File: config.mk
export PLATFORM = sky130hd
export DESIGN_NAME = formant_frame_scheduler
export DESIGN_NICKNAME = d
export VERILOG_FILES = /design/src/rtl/formant_frame_scheduler.sv
export SDC_FILE = /design/constraint.sdc
export NUM_CORES = 1
export LEC_CHECK = 0
export BUFFER_PORTS_ARGS = -buffer_cell sky130_fd_sc_hd__buf_2
export CORE_AREA = 3 3 169 171
export DETAILED_ROUTE_END_ITERATION = 7
export DIE_AREA = 0 0 172 174
export SYNTH_ARGS = -nofsm -noshare
export SYNTH_HDL_FRONTEND = slang
export SYNTH_SLANG_ARGS = --single-unit
File: constraint.sdc
create_clock -name clk_in -period 16.5 [get_ports clk_in]
set_input_delay 4.125 -clock clk_in [delete_from_list [all_inputs] [get_ports clk_in]]
set_output_delay 4.125 -clock clk_in [all_outputs]
set_load 0.05 [all_outputs]
File: src/rtl/formant_frame_scheduler.sv
// Frame scheduler for the formant engine: frames the FFT stream, admits one frame at a time,
// drops the rest and registers results. Optional watchdog: define FORMANT_SCHED_TIMEOUT_EN.
module formant_frame_scheduler #(
  parameter int BIT_WIDTH      = 32,
  parameter int I              = 160,
  parameter int FORMANTS       = 5,
  parameter int TIMEOUT_CYCLES = 1000000,
  parameter int CNT_WIDTH      = 16
) (
  input  logic                          clk_in,
  input  logic                          rst_in,
  input  logic                          fft_valid,
  input  logic [BIT_WIDTH-1:0]          fft_data,
  output logic                          eng_fft_valid,
  output logic [BIT_WIDTH-1:0]          eng_fft_data,
  output logic                          eng_rst,
  input  logic                          eng_formant_valid,
  input  logic [BIT_WIDTH*FORMANTS-1:0] eng_formant_freq,
  output logic                          res_valid,
  input  logic                          res_ready,
  output logic [BIT_WIDTH*FORMANTS-1:0] res_freq,
  output logic [7:0]                    res_seq,
  output logic                          busy,
  output logic [CNT_WIDTH-1:0]          drop_count,
  output logic [CNT_WIDTH-1:0]          timeout_count
);

  localparam int CW = $clog2(I);
  localparam int FW = BIT_WIDTH * FORMANTS;
  localparam logic [CW-1:0] LAST_BEAT = CW'(I - 1);

  typedef enum logic [1:0] {
    ST_IDLE,
    ST_FORWARD,
    ST_WAIT_ENG,
    ST_RECOVER
  } state_e;

  state_e                 state_q;
  logic [CW-1:0]          in_cnt_q, in_cnt_d;
  logic [7:0]             accept_seq_q;
  logic [7:0]             tag_q;
  logic                   eng_fft_valid_q;
  logic [BIT_WIDTH-1:0]   eng_fft_data_q;
  logic                   res_valid_q;
  logic [FW-1:0]          res_freq_q;
  logic [7:0]             res_seq_q;
  logic [CNT_WIDTH-1:0]   drop_count_q, drop_count_d;

  logic start_beat, out_free, accept, drop, forward, pop, load;

  assign start_beat = fft_valid && (in_cnt_q == '0);
  // The output register counts as free when it is being popped this very cycle.
  assign out_free   = !res_valid_q || res_ready;
  assign accept     = start_beat && (state_q == ST_IDLE) && out_free;
  assign drop       = start_beat && !accept;
  assign forward    = fft_valid && (accept || (state_q == ST_FORWARD));
  assign pop        = res_valid_q && res_ready;
  assign load       = (state_q == ST_WAIT_ENG) && eng_formant_valid;

  always_comb begin
    in_cnt_d     = in_cnt_q;
    drop_count_d = drop_count_q;
    if (fft_valid) in_cnt_d = (in_cnt_q == LAST_BEAT) ? '0 : in_cnt_q + CW'(1);
    if (drop && (drop_count_q != '1)) drop_count_d = drop_count_q + CNT_WIDTH'(1);
  end

`ifdef FORMANT_SCHED_TIMEOUT_EN
  localparam int WDW = $clog2(TIMEOUT_CYCLES + 1);
  localparam logic [WDW-1:0] WD_LAST = WDW'(TIMEOUT_CYCLES - 1);

  logic [WDW-1:0]       wd_q;
  logic [1:0]           rec_cnt_q;
  logic                 eng_rst_q;
  logic [CNT_WIDTH-1:0] timeout_count_q;

  assign eng_rst       = eng_rst_q;
  assign timeout_count = timeout_count_q;
`else
  assign eng_rst       = 1'b0;
  assign timeout_count = '0;
`endif

  // NOTE: every state bit, including the wide result register, has a defined reset value
  // because downstream logic may sample res_freq/res_seq straight out of reset.
  always_ff @(posedge clk_in or posedge rst_in) begin
    if (rst_in) begin
      state_q         <= ST_IDLE;
      in_cnt_q        <= '0;
      accept_seq_q    <= '0;
      tag_q           <= '0;
      eng_fft_valid_q <= 1'b0;
      eng_fft_data_q  <= '0;
      res_valid_q     <= 1'b0;
      res_freq_q      <= '0;
      res_seq_q       <= '0;
      drop_count_q    <= '0;
`ifdef FORMANT_SCHED_TIMEOUT_EN
      wd_q            <= '0;
      rec_cnt_q       <= '0;
      eng_rst_q       <= 1'b0;
      timeout_count_q <= '0;
`endif
    end else begin
      in_cnt_q        <= in_cnt_d;
      drop_count_q    <= drop_count_d;
      eng_fft_valid_q <= forward;
      if (forward) eng_fft_data_q <= fft_data;

      // NOTE: non-blocking assignments; when pop and load coincide the later load wins,
      // leaving res_valid set with the new result.
      if (pop) res_valid_q <= 1'b0;
      if (load) begin
        res_valid_q <= 1'b1;
        res_freq_q  <= eng_formant_freq;
        res_seq_q   <= tag_q;
      end

      case (state_q)
        ST_IDLE: begin
          if (accept) begin
            tag_q        <= accept_seq_q;
            accept_seq_q <= accept_seq_q + 8'd1;
            state_q      <= ST_FORWARD;
          end
        end
        ST_FORWARD: begin
          if (fft_valid && (in_cnt_q == LAST_BEAT)) begin
            state_q <= ST_WAIT_ENG;
`ifdef FORMANT_SCHED_TIMEOUT_EN
            wd_q    <= '0;
`endif
          end
        end
        ST_WAIT_ENG: begin
          if (eng_formant_valid) begin
            state_q <= ST_IDLE;
`ifdef FORMANT_SCHED_TIMEOUT_EN
          end else if (wd_q == WD_LAST) begin
            state_q   <= ST_RECOVER;
            eng_rst_q <= 1'b1;
            rec_cnt_q <= '0;
            if (timeout_count_q != '1) timeout_count_q <= timeout_count_q + CNT_WIDTH'(1);
          end else begin
            wd_q <= wd_q + WDW'(1);
`endif
          end
        end
        ST_RECOVER: begin
`ifdef FORMANT_SCHED_TIMEOUT_EN
          // Engine reset stays high for four cycles in this state.
          if (rec_cnt_q == 2'd3) begin
            eng_rst_q <= 1'b0;
            state_q   <= ST_IDLE;
          end else begin
            rec_cnt_q <= rec_cnt_q + 2'd1;
          end
`else
          state_q <= ST_IDLE;
`endif
        end
        default: state_q <= ST_IDLE;
      endcase
    end
  end

  assign eng_fft_valid = eng_fft_valid_q;
  assign eng_fft_data  = eng_fft_data_q;
  assign res_valid     = res_valid_q;
  assign res_freq      = res_freq_q;
  assign res_seq       = res_seq_q;
  assign drop_count    = drop_count_q;
  assign busy          = (state_q != ST_IDLE);

endmodule

### Yosys cells after proc, flatten, opt, wreduce, memory -nomap -nowiden

Index checks and enable logic that the tools add are counted.

| word-level totals | value |
|---|---|
| bits of input ports | 197 |
| register bits after elaboration | 244 |
| output and inout port bits | 236 |
| word-level logic and storage cells | 47 |

| cells by class | value |
|---|---|
| muxes and demuxes | 7 |
| equal/unequal tests | 8 |
| add/subtract/negate cells | 3 |
| reductions and logical operators | 19 |

Operator list:

| cell | count |
|---|---|
| $add A16 B1 Y16 const B | 1 |
| $add A8 B1 Y8 const B | 2 |
| $ne A16 B16 Y1 const B | 1 |
| $logic_and A1 B1 Y1 | 9 |
| $eq A8 B8 Y1 const B | 1 |
| $logic_not A8 Y1 | 1 |
| $mux W8 | 1 |
| $pmux W2 S4 | 1 |
| $mux W2 | 3 |
| $eq A2 B2 Y1 const B | 2 |
| $ne A2 B2 Y1 const B | 2 |
| $reduce_bool A2 Y1 | 2 |
| $reduce_and A3 Y1 | 1 |
| $eq A2 B1 Y1 const B | 1 |
| $logic_not A1 Y1 | 2 |
| $logic_not A2 Y1 | 1 |
| $logic_or A1 B1 Y1 | 2 |
| $mux W1 | 2 |
| $ne A2 B1 Y1 const B | 1 |
| $reduce_and A2 Y1 | 1 |

### Depth between registers and ports, before layout

Gate-level depths: netlist (run 1).

| depth | value |
|---|---|
| depth in word-level cells | 7 |
| mapped depth | 8 |
| mapped depth without buffers | 7 |

### Least setup slack after synthesis (run 1)

OpenSTA, ideal clock, no wires.

| timing | value |
|---|---|
| path kind | input to register |
| start point | in fft_valid |
| end point | reg drop_count_q[12] (netlist: drop_count[12]) |
| data required time | 16.375 ns |
| setup time | 0.125 ns |
| stages on the path | 6 |
| path slack | 10.922 ns |
| data arrival time | 5.454 ns |
| path buffers | 1 |
| cells stage by stage | buf_2 and4bb_2 o311ai_2 or2b_2 nor2_1 mux2_2 |

| between the ends | value |
|---|---|
| cells in the longest elaborated chain, start to end | 6 |

Ends and longest elaborated chain:

| item | line | source |
|---|---|---|
| start, declared | 12 | `input logic fft_valid,` |
| $logic_and A1 B1 Y1 * | 52 | `assign start_beat = fft_valid && (in_cnt_q == '0);` |
| $logic_and A1 B1 Y1 (2 in a row) | 55 | `assign accept = start_beat && (state_q == ST_IDLE) && out_free;` |
| $logic_not A1 Y1 | 56 | `assign drop = start_beat && !accept;` |
| $logic_and A1 B1 Y1 * | 56 |  |
| $logic_and A1 B1 Y1 * | 65 | `if (drop && (drop_count_q != '1)) drop_count_d = drop_count_q + CNT_WIDTH'(1);` |
| end signal, assigned | 106 | `drop_count_q <= drop_count_d;` |
| end, declared | 48 | `logic [CNT_WIDTH-1:0] drop_count_q, drop_count_d;` |

Mark *: on every way between the ends. The rest lies on a longest branch, timed or not.
A chain may end at the register's enable or synchronous reset.

==> results of run 1 <==
[flip-flops by register name, indices dropped and copies added, names as in the netlist]
signal	flops
res_freq	160
eng_fft_data	32
drop_count	16
accept_seq_q	8
in_cnt_q	8
res_seq	8
tag_q	8
state_q	2
eng_fft_valid	1
res_valid	1
[layout make-up]
class	count	area share [%]
sequential	244	47.2
multi-input combinational	339	25.7
timing repair buffer	418	16.3
clock buffer	42	6.51
tap	341	3.30
clock inverter	9	0.696
inverter	8	0.290
[power groups by stage]
stage / logic (W) / clock network [W] / registers, W
floorplan: 0.0000620 / 0 / 0.000686
finish: 0.000145 / 0.000613 / 0.000638
global placement: 0.000146 / 0 / 0.000649
detailed placement: 0.000148 / 0 / 0.000648
CTS: 0.000149 / 0.000634 / 0.000638
global route: 0.000158 / 0.000661 / 0.000641
[synth_stat cells (all sizes together), types with 2 or more instances]
master / number
nor4: 2
a21oi: 3
nand2: 17
clkbuf: 6
nand3: 10
nand2b: 2
and4: 2
nor2: 14
inv: 8
mux2: 210
dfrtp: 244
buf: 34
nand4: 9
xnor2: 15
ha: 4
and3: 4
xor2: 12
o21ai: 3
nor3: 5
[worst register-to-register path: stages (launching register included)]
cell,delay [ns]
dfrtp_1,0.42
inv_1,0.08
ha_1,0.14
and4bb_2,0.29
nand4_4,0.30
nand2_1,0.17
nand2_2,0.61
mux2_4,0.56
[worst paths after layout]
check	endpoint	cells past startpoint	from
worst max-delay path	res_freq[26]	4	rst_in
worst min-delay path	res_freq[80]	1	res_freq[80]
worst max register to register	eng_fft_data[16]	7	in_cnt_q[0]
worst min register to register	res_freq[80]	1	res_freq[80]
max in group clk_in	eng_fft_data[16]	6	fft_valid
min in group asynchronous	res_freq[120]	2	rst_in
[through the flow]
step | total power [W] | area, um2 | utilization (%) | std cells | hold WS [ns]
6_report | 0.00140 | 12900 | 47.9 | 1401 | 0.495
3_3_place_gp | 0.000794 | 12000 | 44.4 | 1350 | 0.477
5_1_grt | 0.00146 | 12900 | 47.9 | 1401 | 0.503
4_1_cts | 0.00142 | 12900 | 47.9 | 1401 | 0.499
3_5_place_dp | 0.000796 | 12000 | 44.4 | 1350 | 0.487
2_1_floorplan | 0.000748 | 9720 | - | 631 | 0.442
[cell families after synthesis]
| logic type | Yosys count | synth area share (%) |
|---|---|---|
| other cells | 1 | 0.0388 |
| mux | 210 | 25.6 |
| xor+xnor | 27 | 2.45 |
| buf+inv | 48 | 2.94 |
| flops | 244 | 63.2 |
| simple gates | 72 | 4.48 |
| fa+ha+maj | 4 | 0.518 |
| compound gates | 9 | 0.751 |
[routing by layer]
| metal | vias to the layer above | share of wire [%] | routed length (um) | GRT usage, % |
|---|---|---|---|---|
| met5 | - | 0 | 0 | 0 |
| met4 | 0 | 3.4 | 835 | 4.82 |
| met3 | 44 | 9.5 | 2300 | 5.14 |
| met2 | 286 | 48 | 11800 | 26.3 |
| met1 | 3062 | 39 | 9450 | 18.7 |
| li1 | 2959 | - | - | - |
==> results_dict.tcl, run 1 <==
set metrics [dict create \
    ys_seq_elements 244 \
    syn_area_um2 9660 \
    seq_area_frac_synth_pct 63.2 \
    final_cell_mix "buf_2 (415), dfrtp_1 (244), mux2_2 (181)" \
    critPathMaxFanout 117 \
    fill_cells 2450 \
    rows 60 \
    period_share_pct 35.3 \
    first_pass_iters 4 \
    cp.required_ns 17.06 \
    pwr-share-seq_pct 45.7 \
    fin_crit_ns 5.82 \
    rsz0062_at_grt "false" \
    pre_cts_slack_ns 9.89 \
    cp-start-kind "input pin" \
    p_comb_share_pct 10.4 \
    synthFlopType "dfrtp_1" \
    diodes 0 \
    drc 0 \
    worst_clock_skew_ns 0.0260 \
    critical_path.top_delay_family "buffers and inverters" \
    die_h_um 174 \
    die-area_um2 29900 \
    ys_types 38 \
    setup_tns_ns 0 \
    async_flop_share_pct 100 \
    htree_num_levels 1 \
    endpoint_kind "asynchronous set/reset pin" \
    initial_core_util_pct 35.7 \
    seqCellArea_um2 6110 \
    totalWireLength_mm 24.4 \
    cpPeakStageDelay_ns 0.78 \
    clkSlewWorstSetupHoldPaths_ns 0.06 \
    area_delta_synth_final_pct 34.0 \
    slew_headroom_pct 19.3 \
    synth-edff-count 0 \
    power.density_nw_per_um2 108 \
    max_clock_freq_ghz 0.172 \
    clk_latency_ns 0.54 \
    internal-power_w 0.00104 \
    p_sw_share_pct 25.7 \
    design.core.area_um2 27000 \
    cts.sinks 244 \
    grt_max_degree 170 \
    status "completed" \
    synthCells 615 \
    grt_usage_pct 15.5 \
    cts_hold_buf 0 \
    crit_top_cell "buf_4" \
    postCtsSetupBuffers 0 \
    grt_pass1_wl_mm 37.1 \
    io_pins 433 \
    ir_drop_uv 74.4 \
    hold_violations 0 \
    timing.final.ws_setup_ns 10.68 \
    crit_arrival_ns 6.38 \
    p_switching_w 0.000358 \
    drive_gt1_share_pct 64.8 \
    yosys-top-cells-area "dfrtp_1 (63%), mux2_2 (21%), mux2_4 (4.5%)" \
    viasPerCell 4.53 \
    ys_warn_count 0 \
    cts_root_buf "clkbuf_16" \
    antenna_found_initial 0 \
    route.antenna.remaining_nets 0 \
    rrSetupSlack_ns 13.81 \
    cts_buffers 28 \
    grt.overflow.total 0 \
    vias 6351 \
    post_drt_wl_per_cell_um 17.4 \
    hold_class "flop to flop" \
    syn_area_per_cell_um2 15.7 \
    slew_violations 0 \
    crit_chain "buf_2 > inv_8 > buf_4 > buf_4" \
    critPathBufInv 4 \
    final_common_cell "buf_2" \
    routabilityCongestion 0.773 \
    p_leak_nw 7.46 \
    cts_resized 0 \
    clockBufferDepth 3 \
    synth_top_area_share_pct 63.2 \
    pwr-share-clk_pct 43.9 \
    synth_top_area_cell "dfrtp_1" \
    cts_tree "yes" \
    crit_type "input pin to asynchronous set/reset pin" \
    multi_input_area_um2 3330 \
    finalSetupViolations 0 \
    tightest_slew_ns 1.21 \
    drtIter0Drc 233 \
    cp_slowest_cell "buf_4" \
    nNetsFinal 1240 \
    maxCapViolations 0 \
    dp_hpwl_mm 17.7 \
    die_w_um 172 \
    io_buffer_count 415 \
    first_global_vias 6558 \
]
Power figures use the tool's default switching activity.
==> run 2: changes to the inputs <==
- CORE_AREA: 3 3 169 171 -> 3 3 166 168
- DIE_AREA: 0 0 172 174 -> 0 0 169 171
- clock period: 16.5 -> 6.01 ns (I/O delays scaled with it)
==> run 2 against run 1 <==
Net effect: critical path depth is 2 higher; core utilization up 2.0 points; clock skew is 0.017 ns lower; routed wire length decreased by 3.4%; critical path type is now input pin to flop.
==> results_dict.tcl, run 2 (synthesis gave the netlist of run 1 again) <==
set metrics [dict create \
    endpoint_kind "flop" \
    ir_drop_uv 233 \
    final_common_cell "buf_2" \
    initial_core_util_pct 37.1 \
    first_pass_iters 4 \
    die_w_um 169 \
    cts_tree "yes" \
    clkSlewWorstSetupHoldPaths_ns 0.06 \
    finalSetupViolations 0 \
    crit_chain "buf_2 > and4bb_2 > nand4_4 > nand2_1 > nand2_2 > mux2_4" \
    power.density_nw_per_um2 299 \
    viasPerCell 4.55 \
    dp_hpwl_mm 16.8 \
    hold_class "flop to flop" \
    max_clock_freq_ghz 0.312 \
    drc 0 \
    rsz0062_at_grt "false" \
    multi_input_area_um2 3330 \
    grt.overflow.total 0 \
    drtIter0Drc 311 \
    cp.required_ns 6.41 \
    grt_max_degree 132 \
    fin_crit_ns 3.20 \
    die-area_um2 28900 \
    die_h_um 171 \
    crit_arrival_ns 3.60 \
    vias 6350 \
    hold_violations 0 \
    antenna_found_initial 2 \
    cts_hold_buf 0 \
    whs_ns 0.469 \
    first_global_vias 6534 \
    status "completed" \
    cts_resized 0 \
    htree_num_levels 1 \
    clk_latency_ns 0.52 \
    design.core.area_um2 26100 \
    timing.final.ws_setup_ns 2.81 \
    grt_pass1_wl_mm 35.7 \
    pre_cts_slack_ns 2.20 \
    p_leak_nw 7.49 \
    tightest_slew_ns 1.10 \
    area_delta_synth_final_pct 34.5 \
    critPathBufInv 1 \
    nNetsFinal 1241 \
    cts.sinks 244 \
    cts_root_buf "clkbuf_16" \
    final_cells 1396 \
    route.antenna.remaining_nets 0 \
    place_inst 1345 \
    slew_headroom_pct 26.2 \
    drive_gt1_share_pct 64.8 \
    slew_violations 0 \
    fill_cells 2326 \
    post_drt_wl_per_cell_um 16.9 \
    critical_path.top_delay_family "simple AND/OR/NAND/NOR gates" \
    seqCellArea_um2 6110 \
    io_buffer_count 415 \
    rows 59 \
    routabilityCongestion 0.737 \
    postCtsSetupBuffers 0 \
    worst_clock_skew_ns 0.00917 \
    cpPeakStageDelay_ns 0.60 \
    largest_reg_flops 160 \
    cp_slowest_cell "nand2_2" \
    cts_buffers 28 \
    cp-start-kind "input pin" \
    totalWireLength_mm 23.5 \
    clockBufferDepth 3 \
    period_share_pct 53.3 \
    setup_tns_ns 0 \
    maxCapViolations 0 \
    io_pins 433 \
    crit_type "input pin to flop" \
    grt_usage_pct 15.2 \
    final_cell_mix "buf_2 (415), dfrtp_1 (244), mux2_2 (181)" \
    critPathMaxFanout 33 \
]
==> run 2: cell types whose count changed in the layout (fill, tap and decap cells not counted), sizes merged <==
| cell | before | now |
|---|---|---|
| bufinv | 1 | 3 |
| clkbuf | 42 | 40 |
| buf | 418 | 419 |
| diode | 0 | 1 |
| inv | 9 | 8 |
==> run 2: path summary, 6_finish.rpt <==
kind | start | slack (ns) | cells past startpoint | to
min in group asynchronous | rst_in | 1.08 | 3 | res_freq[151]
max in group asynchronous | rst_in | 3.69 | 4 | res_freq[80]
setup reg to reg | in_cnt_q[0] | 3.34 | 7 | eng_fft_data[2]
setup / recovery | fft_valid | 2.81 | 6 | eng_fft_data[2]
hold reg to reg | accept_seq_q[7] | 0.47 | 1 | accept_seq_q[7]
hold / removal | accept_seq_q[7] | 0.47 | 1 | accept_seq_q[7]
==> run 2: power breakdown <==
group	leakage, nW	total, W	switching [W]	internal [W]
registers	3.32	0.00175	0.0000564	0.00170
clock network	0.478	0.00174	0.000657	0.00108
logic	3.69	0.000399	0.000256	0.000144
total	7.49	0.00389	0.000969	0.00292
==> run 2: cell type report <==
class,instances,area share [%]
Clock buffer,40,6.36
Tap cell,335,3.23
Sequential cell,244,47.0
Antenna cell,1,0.0193
Clock inverter,10,1.01
Multi-Input combinational cell,339,25.6
Timing Repair Buffer,419,16.5
Inverter,8,0.260
==> run 2: layer usage <==
| metal | part of all wire (%) | GRT usage, % |
|---|---|---|
| met2 | 49 | 26.2 |
| met1 | 39 | 18.4 |
| met3 | 9.1 | 4.85 |
| met5 | 0.085 | 0 |
| met4 | 2.1 | 4.13 |
==> run 2: through the flow <==
step	total power [W]	area, um2	util, %
floorplan	0.00206	9720	-
global placement	0.00218	12000	46.2
detailed placement	0.00219	12000	46.2
CTS	0.00396	13000	49.9
global route	0.00407	13000	49.9
finish	0.00389	13000	49.9
